[config.mk]
export PLATFORM = sky130hd
export DESIGN_NAME = instr_fetch_unit_flat
export DESIGN_NICKNAME = d
export VERILOG_FILES = /design/src/rtl/instr_fetch_unit_if.sv /design/src/rtl/instr_fetch_unit.sv /design/src/flat_wrapper.sv
export SDC_FILE = /design/constraint.sdc
export NUM_CORES = 1
export LEC_CHECK = 0
export CORE_MARGIN = 5
export CORE_UTILIZATION = 45
export DETAILED_ROUTE_END_ITERATION = 6
export PLACE_DENSITY_LB_ADDON = 0.2
export SLEW_MARGIN = 20
export SYNTH_ARGS = -nofsm -noshare
export SYNTH_HDL_FRONTEND = slang
export SYNTH_SLANG_ARGS = --single-unit
export TNS_END_PERCENT = 30
[constraint.sdc]
create_clock -name clk -period 21.2 [get_ports clk]
set_input_delay 3.18 -clock clk [delete_from_list [all_inputs] [get_ports clk]]
set_output_delay 3.18 -clock clk [all_outputs]
set_load 0.01 [all_outputs]
[src/rtl/instr_fetch_unit_if.sv]
// Fetch-unit bus: PC hand-off, instruction-memory request/response and decode delivery.
// The fetch unit takes the master side; memory, PC and decode models take the slave side.
interface instr_fetch_unit_if;
    logic        pc_advance;
    logic [31:0] pc_in;
    logic        imem_req_valid;
    logic        imem_req_ready;
    logic [31:0] imem_req_addr;
    logic        imem_rsp_valid;
    logic [31:0] imem_rsp_data;
    logic        flush;
    logic        inst_valid;
    logic        inst_ready;
    logic [31:0] inst_data;
    logic [31:0] inst_pc;

    modport master (
        input  pc_in, imem_req_ready, imem_rsp_valid, imem_rsp_data, flush, inst_ready,
        output pc_advance, imem_req_valid, imem_req_addr, inst_valid, inst_data, inst_pc
    );

    modport slave (
        output pc_in, imem_req_ready, imem_rsp_valid, imem_rsp_data, flush, inst_ready,
        input  pc_advance, imem_req_valid, imem_req_addr, inst_valid, inst_data, inst_pc
    );
endinterface

[src/rtl/instr_fetch_unit.sv]
// Credit-limited instruction fetch: issues in-order memory requests, pairs responses with
// their addresses, buffers them for decode, and drops stale responses after a redirect.
module instr_fetch_unit #(
    parameter logic [31:0] RESET_PC = 32'h0100_0000,
    parameter int unsigned DEPTH    = 2
) (
    input  logic               clk,
    input  logic               rst,
    instr_fetch_unit_if.master ifu
);
    localparam int unsigned CNT_W = $clog2(DEPTH + 1);
    localparam int unsigned SUM_W = CNT_W + 1;
    localparam int unsigned PTR_W = (DEPTH > 1) ? $clog2(DEPTH) : 1;
    localparam logic [SUM_W-1:0] CREDITS = SUM_W'(DEPTH);

    localparam logic [1:0] ST_BOOT  = 2'd0;
    localparam logic [1:0] ST_RUN   = 2'd1;
    localparam logic [1:0] ST_DRAIN = 2'd2;

    logic [1:0]       state_q, state_d;
    logic [CNT_W-1:0] inflight_q, inflight_d;
    logic [CNT_W-1:0] buffered_q, buffered_d;
    logic [CNT_W-1:0] discard_q, discard_d;

    // Queues hold DEPTH entries; pointers wrap naturally because DEPTH is a power of two.
    logic [PTR_W-1:0]        aq_wr_q, aq_rd_q;
    logic [PTR_W-1:0]        ib_wr_q, ib_rd_q;
    logic [DEPTH-1:0][31:0]  aq_addr_q;
    logic [DEPTH-1:0][31:0]  ib_pc_q;
    logic [DEPTH-1:0][31:0]  ib_data_q;

    logic credit_ok;
    logic req_valid;
    logic req_fire;
    logic rsp_hit;
    logic rsp_keep;
    logic rsp_drop;
    logic inst_avail;
    logic inst_fire;

    // Credits count both outstanding requests and undelivered instructions, pre-edge.
    assign credit_ok  = ({1'b0, inflight_q} + {1'b0, buffered_q}) < CREDITS;
    assign req_valid  = (state_q == ST_RUN) && !ifu.flush && credit_ok;
    assign req_fire   = req_valid && ifu.imem_req_ready;
    assign rsp_hit    = ifu.imem_rsp_valid && (inflight_q != '0);
    assign rsp_drop   = rsp_hit && (discard_q != '0);
    assign rsp_keep   = rsp_hit && (discard_q == '0);
    assign inst_avail = (buffered_q != '0);
    assign inst_fire  = inst_avail && !ifu.flush && ifu.inst_ready;

    assign ifu.imem_req_valid = req_valid;
    assign ifu.imem_req_addr  = ifu.pc_in;
    assign ifu.pc_advance     = req_fire;
    assign ifu.inst_valid     = inst_avail && !ifu.flush;
    assign ifu.inst_data      = inst_avail ? ib_data_q[ib_rd_q] : '0;
    assign ifu.inst_pc        = inst_avail ? ib_pc_q[ib_rd_q]   : '0;

    always_comb begin
        state_d    = state_q;
        inflight_d = inflight_q + CNT_W'(req_fire) - CNT_W'(rsp_hit);
        discard_d  = discard_q - CNT_W'(rsp_drop);
        buffered_d = buffered_q + CNT_W'(rsp_keep) - CNT_W'(inst_fire);

        case (state_q)
            ST_BOOT:  state_d = ST_RUN;
            ST_RUN:   state_d = ST_RUN;
            ST_DRAIN: if (discard_d == '0) state_d = ST_RUN;
            default:  state_d = ST_BOOT;
        endcase

        // A response landing with the flush is already stale, so it leaves the discard count.
        if (ifu.flush) begin
            discard_d  = inflight_d;
            buffered_d = '0;
            state_d    = (inflight_d != '0) ? ST_DRAIN : ST_RUN;
        end
    end

    always_ff @(posedge clk or posedge rst) begin
        if (rst) begin
            state_q    <= ST_BOOT;
            inflight_q <= '0;
            buffered_q <= '0;
            discard_q  <= '0;
            aq_wr_q    <= '0;
            aq_rd_q    <= '0;
            ib_wr_q    <= '0;
            ib_rd_q    <= '0;
        end else begin
            state_q    <= state_d;
            inflight_q <= inflight_d;
            buffered_q <= buffered_d;
            discard_q  <= discard_d;
            if (ifu.flush) begin
                aq_wr_q <= '0;
                aq_rd_q <= '0;
                ib_wr_q <= '0;
                ib_rd_q <= '0;
            end else begin
                if (req_fire) aq_wr_q <= aq_wr_q + PTR_W'(1);
                if (rsp_keep) begin
                    aq_rd_q <= aq_rd_q + PTR_W'(1);
                    ib_wr_q <= ib_wr_q + PTR_W'(1);
                end
                if (inst_fire) ib_rd_q <= ib_rd_q + PTR_W'(1);
            end
        end
    end

    // Payload storage needs no reset: occupancy counters gate every read.
    always_ff @(posedge clk) begin
        if (req_fire) aq_addr_q[aq_wr_q] <= ifu.pc_in;
        if (rsp_keep) begin
            ib_pc_q[ib_wr_q]   <= aq_addr_q[aq_rd_q];
            ib_data_q[ib_wr_q] <= ifu.imem_rsp_data;
        end
    end

    // Upstream PC must present the boot vector while the unit leaves BOOT.
    always @(posedge clk) begin
        if (!rst && state_q == ST_BOOT) assert (ifu.pc_in == RESET_PC);
    end
endmodule

[src/flat_wrapper.sv]
// flat-port wrapper written by rule: the top's interface ports become plain ports
module instr_fetch_unit_flat 
#(
    parameter logic [31:0] RESET_PC = 32'h0100_0000,
    parameter int unsigned DEPTH    = 2
)
  (clk, rst, ifu_pc_in, ifu_imem_req_ready, ifu_imem_rsp_valid, ifu_imem_rsp_data, ifu_flush, ifu_inst_ready, ifu_pc_advance, ifu_imem_req_valid, ifu_imem_req_addr, ifu_inst_valid, ifu_inst_data, ifu_inst_pc);
  instr_fetch_unit_if ifu_i ();
  input  logic clk;
  input  logic rst;
  input wire logic [$bits(ifu_i.pc_in)-1:0] ifu_pc_in;
  input wire logic [$bits(ifu_i.imem_req_ready)-1:0] ifu_imem_req_ready;
  input wire logic [$bits(ifu_i.imem_rsp_valid)-1:0] ifu_imem_rsp_valid;
  input wire logic [$bits(ifu_i.imem_rsp_data)-1:0] ifu_imem_rsp_data;
  input wire logic [$bits(ifu_i.flush)-1:0] ifu_flush;
  input wire logic [$bits(ifu_i.inst_ready)-1:0] ifu_inst_ready;
  output wire logic [$bits(ifu_i.pc_advance)-1:0] ifu_pc_advance;
  output wire logic [$bits(ifu_i.imem_req_valid)-1:0] ifu_imem_req_valid;
  output wire logic [$bits(ifu_i.imem_req_addr)-1:0] ifu_imem_req_addr;
  output wire logic [$bits(ifu_i.inst_valid)-1:0] ifu_inst_valid;
  output wire logic [$bits(ifu_i.inst_data)-1:0] ifu_inst_data;
  output wire logic [$bits(ifu_i.inst_pc)-1:0] ifu_inst_pc;
  assign ifu_i.pc_in = ifu_pc_in;
  assign ifu_i.imem_req_ready = ifu_imem_req_ready;
  assign ifu_i.imem_rsp_valid = ifu_imem_rsp_valid;
  assign ifu_i.imem_rsp_data = ifu_imem_rsp_data;
  assign ifu_i.flush = ifu_flush;
  assign ifu_i.inst_ready = ifu_inst_ready;
  assign ifu_pc_advance = ifu_i.pc_advance;
  assign ifu_imem_req_valid = ifu_i.imem_req_valid;
  assign ifu_imem_req_addr = ifu_i.imem_req_addr;
  assign ifu_inst_valid = ifu_i.inst_valid;
  assign ifu_inst_data = ifu_i.inst_data;
  assign ifu_inst_pc = ifu_i.inst_pc;
  instr_fetch_unit #(.RESET_PC(RESET_PC), .DEPTH(DEPTH)) u_core (.clk(clk), .rst(rst), .ifu(ifu_i));
endmodule
; Word level (Yosys, flattened, before mapping)
; Index checks and enable logic that the tools add are counted.
[op_classes]
eq_ne = 3
addsub = 10
reduce_logical = 22
mux = 29
order_cmp = 7
[op_table]
columns = cell, n
row1 = 2-to-1 mux 32 bit, 10
row2 = bitwise mux 64 bit, 3
row3 = demux 32 bit (select 1 bit), 2
row4 = nonzero test 2 bit, 7
row5 = logical AND 1 bit, 10
row6 = 2-to-1 mux 2 bit, 5
row7 = < comparator 1 x 2 -> 1 bit (second input constant), 4
row8 = 2-to-1 mux 1 bit, 8
row9 = logical NOT 2 bit, 3
row10 = subtractor 2 x 1 -> 2 bit, 3
row11 = adder 1 bit (second input constant), 4
row12 = adder 2 x 1 -> 2 bit, 2
row13 = one-hot mux 2 bit (2 select lines), 1
row14 = adder 2 x 2 -> 3 bit, 1
row15 = < comparator 3 x 2 -> 1 bit (second input constant), 1
row16 = != test 3 x 2 -> 1 bit (second input constant), 1
row17 = equality test 2 x 1 -> 1 bit (second input constant), 1
row18 = equality test 2 bit (second input constant), 1
row19 = >= comparator 1 bit (second input constant), 2
row20 = OR reduction 2 bit, 1
row21 = logical NOT 1 bit, 1
[totals]
word_cells = 85
ff_bits = 204
output_inout_bits = 99
in_bits = 70

; Longest topological paths before layout
[logic_depth]
word_depth = 9
ltp_mapped = 10
ltp_nobuf = 10

; Least setup slack after synthesis
; No wires, ideal clock.
[synth_path]
path_kind = input -> register
start = input port ifu_imem_rsp_valid
end = register u_core.ib_data_q[0] (netlist bit), enable pin
arrival_ns = 9.457
path_buffers = 0
setup_time_ns = 0.648
slack_ns = 11.095
cell_stages = 2
required_ns = 20.552
cell_sequence = o21ai_1 -> nor4_1
[synth_via]
elab_chain_len = 2
[synth_rtl]
columns = item, line_no
row1 = start: declaration, flat_wrapper.sv:13  ; input wire logic [$bits(ifu_i.imem_rsp_valid)-1:0] ifu_imem_rsp_valid;
row2 = logical AND 1 bit, instr_fetch_unit.sv:45  ; assign rsp_hit = ifu.imem_rsp_valid && (inflight_q != '0);
row3 = logical AND 1 bit, instr_fetch_unit.sv:47  ; assign rsp_keep = rsp_hit && (discard_q == '0);
row4 = end signal: indexed assignment, instr_fetch_unit.sv:115  ; ib_data_q[ib_wr_q] <= ifu.imem_rsp_data;
row5 = end: declaration, instr_fetch_unit.sv:30  ; logic [DEPTH-1:0][31:0] ib_data_q;
; No other way between the ends.
; A chain may end at the register's enable or synchronous reset.

; Worst setup path after layout
[layout_path]
start = input port ifu_flush
end = output port ifu_pc_advance
[layout_via]
elab_chain_len = 4
[layout_rtl]
columns = item, line_no
row1 = start: declaration, flat_wrapper.sv:15  ; input wire logic [$bits(ifu_i.flush)-1:0] ifu_flush;
row2 = logical NOT 1 bit, instr_fetch_unit.sv:43  ; assign req_valid = (state_q == ST_RUN) && !ifu.flush && credit_ok;
row3 = logical AND 1 bit (2 in a row), instr_fetch_unit.sv:43
row4 = logical AND 1 bit, instr_fetch_unit.sv:44  ; assign req_fire = req_valid && ifu.imem_req_ready;
row5 = end: declaration, flat_wrapper.sv:17  ; output wire logic [$bits(ifu_i.pc_advance)-1:0] ifu_pc_advance;
; No other way between the ends.

==> metrics.cfg <==
[run_status]
status = complete, no violations

[logic_synthesis]
netlist_instances = 472
ys_seq_area_share_pct = 75.2
synth_top_flop_cell = edfxtp_1
synth_edf_count = 192
ys_types = 33
syn-num-nets = 548
synthArstFlopShare_pct = 5.88
ys_ff_latch = 204
syn-cell-area_um2 = 8070
synth.avg_cell_area_um2 = 17.1
yosysWarnings = 0

[floorplanning]
core-area_um2 = 17800
initial_core_util_pct = 45.4
ios = 169
rows = 49
dieArea_um2 = 20700
die_y_um = 144
fp.dieW_um = 144

[drt]
wl_per_cell_um = 17.6
drcViolationCount = 0
vias = 4190
drtPass1Iterations = 6
ant_nets = 0
drtIter0Drc = 216
post_drt_via_cell_ratio = 4.87
drt-total-wl_um = 15200

[min_path]
hold_end = u_core.state_q[1]$_DFFE_PP0P_
hold_class = flop to flop
holdPathStages = 1
worstHoldStart = u_core.state_q[0]$_DFFE_PP0P_

[clock_network]
cts_hold_buf = 0
cts_tree = done
postCtsSetupRepairBufs = 0
cts_sinks = 204
cts-resized-gates = 0
clkTransAtPathRegs_ns = 0.06
clkLatencyLatePin_ns = 0.48
cts_max_level = 1
clockBufferDepth = 3
cts_root_buf = clkbuf_16
numCtsBuffers = 22

[setup_path]
reg2reg_to = u_core.aq_addr_q[41]$_DFFE_PP_
critPathRequiredTime_ns = 18.02
path_max_fanout = 12
cp.arrival_ns = 5.17
end_kind = output port
rrSetupSlack_ns = 18.33
r2r_start = u_core.buffered_q[0]$_DFF_PP0_
cp-start-kind = primary input
worst-setup-path-type = primary input to output port
r2r_cells = 6

[power]
combinationalPowerShare_pct = 26.8
pwr-share-seq_pct = 42.0
irDropWorstVdd_mv = 0.0689
p_sw_mw = 0.344
clockPowerShare_pct = 31.2
swShare_pct = 27.4
leakage_nw = 3.48
power.density_nw_per_um2 = 120
internal-power_mw = 0.911

[placement]
dp_hpwl_um = 9390
place_congestion = 0.771
io_buffers = 168

[cells_and_area]
layout.nets = 692
area_growth_pct = 30.1
utilization_pct = 59.0
fillers = 1366
n_antenna_cell = 0
drive_gt1_share_pct = 12.7

[sta]
fmax_mhz = 120
min_period_over_period_pct = 39.4
fin_skew_ns = 0.00447
hold_viol = 0
setup_viol = 0
rsz0062_at_grt = no
report.final.slew_viol_count = 0
setup-tns-final_ns = 0
fin_crit_ns = 8.35
fin_hold_ws_ns = 0.526
worst_slew_pin_slew_ns = 1.07
relSlewSlack_pct = 28.4

[grt]
grt_max_degree = 65
grtUsageTotal_pct = 14.3
grt_overflow = 0
grt_antenna_before_repair = 0
grt_pass1_wl_um = 23000
grt_pass1_vias = 4449

[flow_run]
cap_violations = 0

==> cells in the mapped netlist (2+ instances only) <==
library cell	count	area share [%]
ha_1	5	0.78
buf_2	13	0.81
a21oi_1	2	0.12
and2_1	6	0.47
edfxtp_1	192	71
mux2i_1	65	8.1
inv_1	9	0.42
dfrtp_1	12	3.7
nand2_1	2	0.093
nor2_1	73	3.4
buf_4	37	3.4
xnor2_1	2	0.22
mux2_2	32	4.5
o21ai_0	2	0.12
xor2_1	2	0.22
==> layout by cell type (no fill, tap or decap), types with 2 or more instances in the layout <==
cell type        count
mux2i_1             65
nor2_4               2
a21oi_1              2
nor4_2               2
mux2_2              32
clkinv_2             4
clkdlybuf4s50_1    168
nor2_1              71
xor2_1               2
clkbuf_16           23
clkbuf_1             2
edfxtp_1           192
and2_1               4
xnor2_1              2
nand2_1              2
clkinv_1             5
buf_4                4
bufinv_16            4
dfrtp_1             10
inv_1                9
o21ai_0              2
ha_1                 5
==> routing by layer <==
metal	up-vias	wire length, µm	track usage, %
li1	1997	-	-
met1	2015	6350	18.4
met2	151	7370	24.9
met3	27	1190	3.29
met4	0	258	3.12
met5	-	0	0
==> flip-flops by register name, summed over array words and instances (netlist names) <==
| signal | cells |
|---|---|
| u_core.aq_addr_q | 64 |
| u_core.ib_data_q | 64 |
| u_core.ib_pc_q | 64 |
| u_core.buffered_q | 2 |
| u_core.discard_q | 2 |
| u_core.inflight_q | 2 |
| u_core.state_q | 2 |
| u_core.aq_rd_q | 1 |
| u_core.aq_wr_q | 1 |
| u_core.ib_rd_q | 1 |
| u_core.ib_wr_q | 1 |
==> power by group through the flow <==
stage	combinational, mW	sequential, mW	clock (mW)
floorplan	0.207	0.518	0
global placement	0.337	0.534	0
detailed placement	0.341	0.537	0
CTS	0.343	0.529	0.401
global route	0.366	0.533	0.419
finish	0.336	0.528	0.391
==> worst max-delay path, stage by stage <==
cell             delay [ns]
clkdlybuf4s50_1        0.66
nor4_2                 0.38
nand3_1                0.25
inv_1                  0.15
clkdlybuf4s50_1        0.55
==> cell type report <==
cell class | count | area (µm²) | area share (%)
Sequential cell | 204 | 6070 | 57.9
Timing Repair Buffer | 172 | 1710 | 16.3
Multi-Input combinational cell | 207 | 1630 | 15.5
Clock buffer | 25 | 583 | 5.56
Tap cell | 229 | 287 | 2.73
Clock inverter | 15 | 175 | 1.67
Inverter | 9 | 33.8 | 0.322
==> through the flow <==
step	instance area [µm²]	instances	total power, mW	worst slack [ns]
6_report	10500	861	1.26	12.85
3_3_place_gp	9730	821	0.871	12.95
2_1_floorplan	8070	472	0.725	11.10
4_1_cts	10500	861	1.27	12.85
5_1_grt	10500	861	1.32	12.73
3_5_place_dp	9730	821	0.878	12.87
==> worst max-delay path by stage <==
stage	startpoint	end	slack, ns	cells past startpoint
2_1_floorplan	ifu_imem_rsp_valid	u_core.ib_data_q[0]$_DFFE_PP_	11.10	2
3_3_place_gp	ifu_flush	ifu_pc_advance	12.95	5
3_5_place_dp	ifu_flush	ifu_pc_advance	12.87	5
4_1_cts	ifu_flush	ifu_pc_advance	12.85	5
5_1_grt	ifu_flush	ifu_pc_advance	12.73	5
6_report	ifu_flush	ifu_pc_advance	12.85	5
==> cells by family (layout without fill, tap and decap cells) <==
family                   count (synthesis)  count (layout)  share of synthesized area [%]
multiplexers                            97              97                           12.5
adder cells (fa/ha/maj)                  6               6                           1.02
AND/OR/NAND/NOR                         88              88                           4.58
AO/OA/AOI/OAI                           11              11                           1.06
XOR/XNOR                                 5               5                          0.729
flip-flops                             204             204                           75.2
buffers and inverters                   61             221                           4.87
No activity file was read; power rests on OpenSTA's default activity.
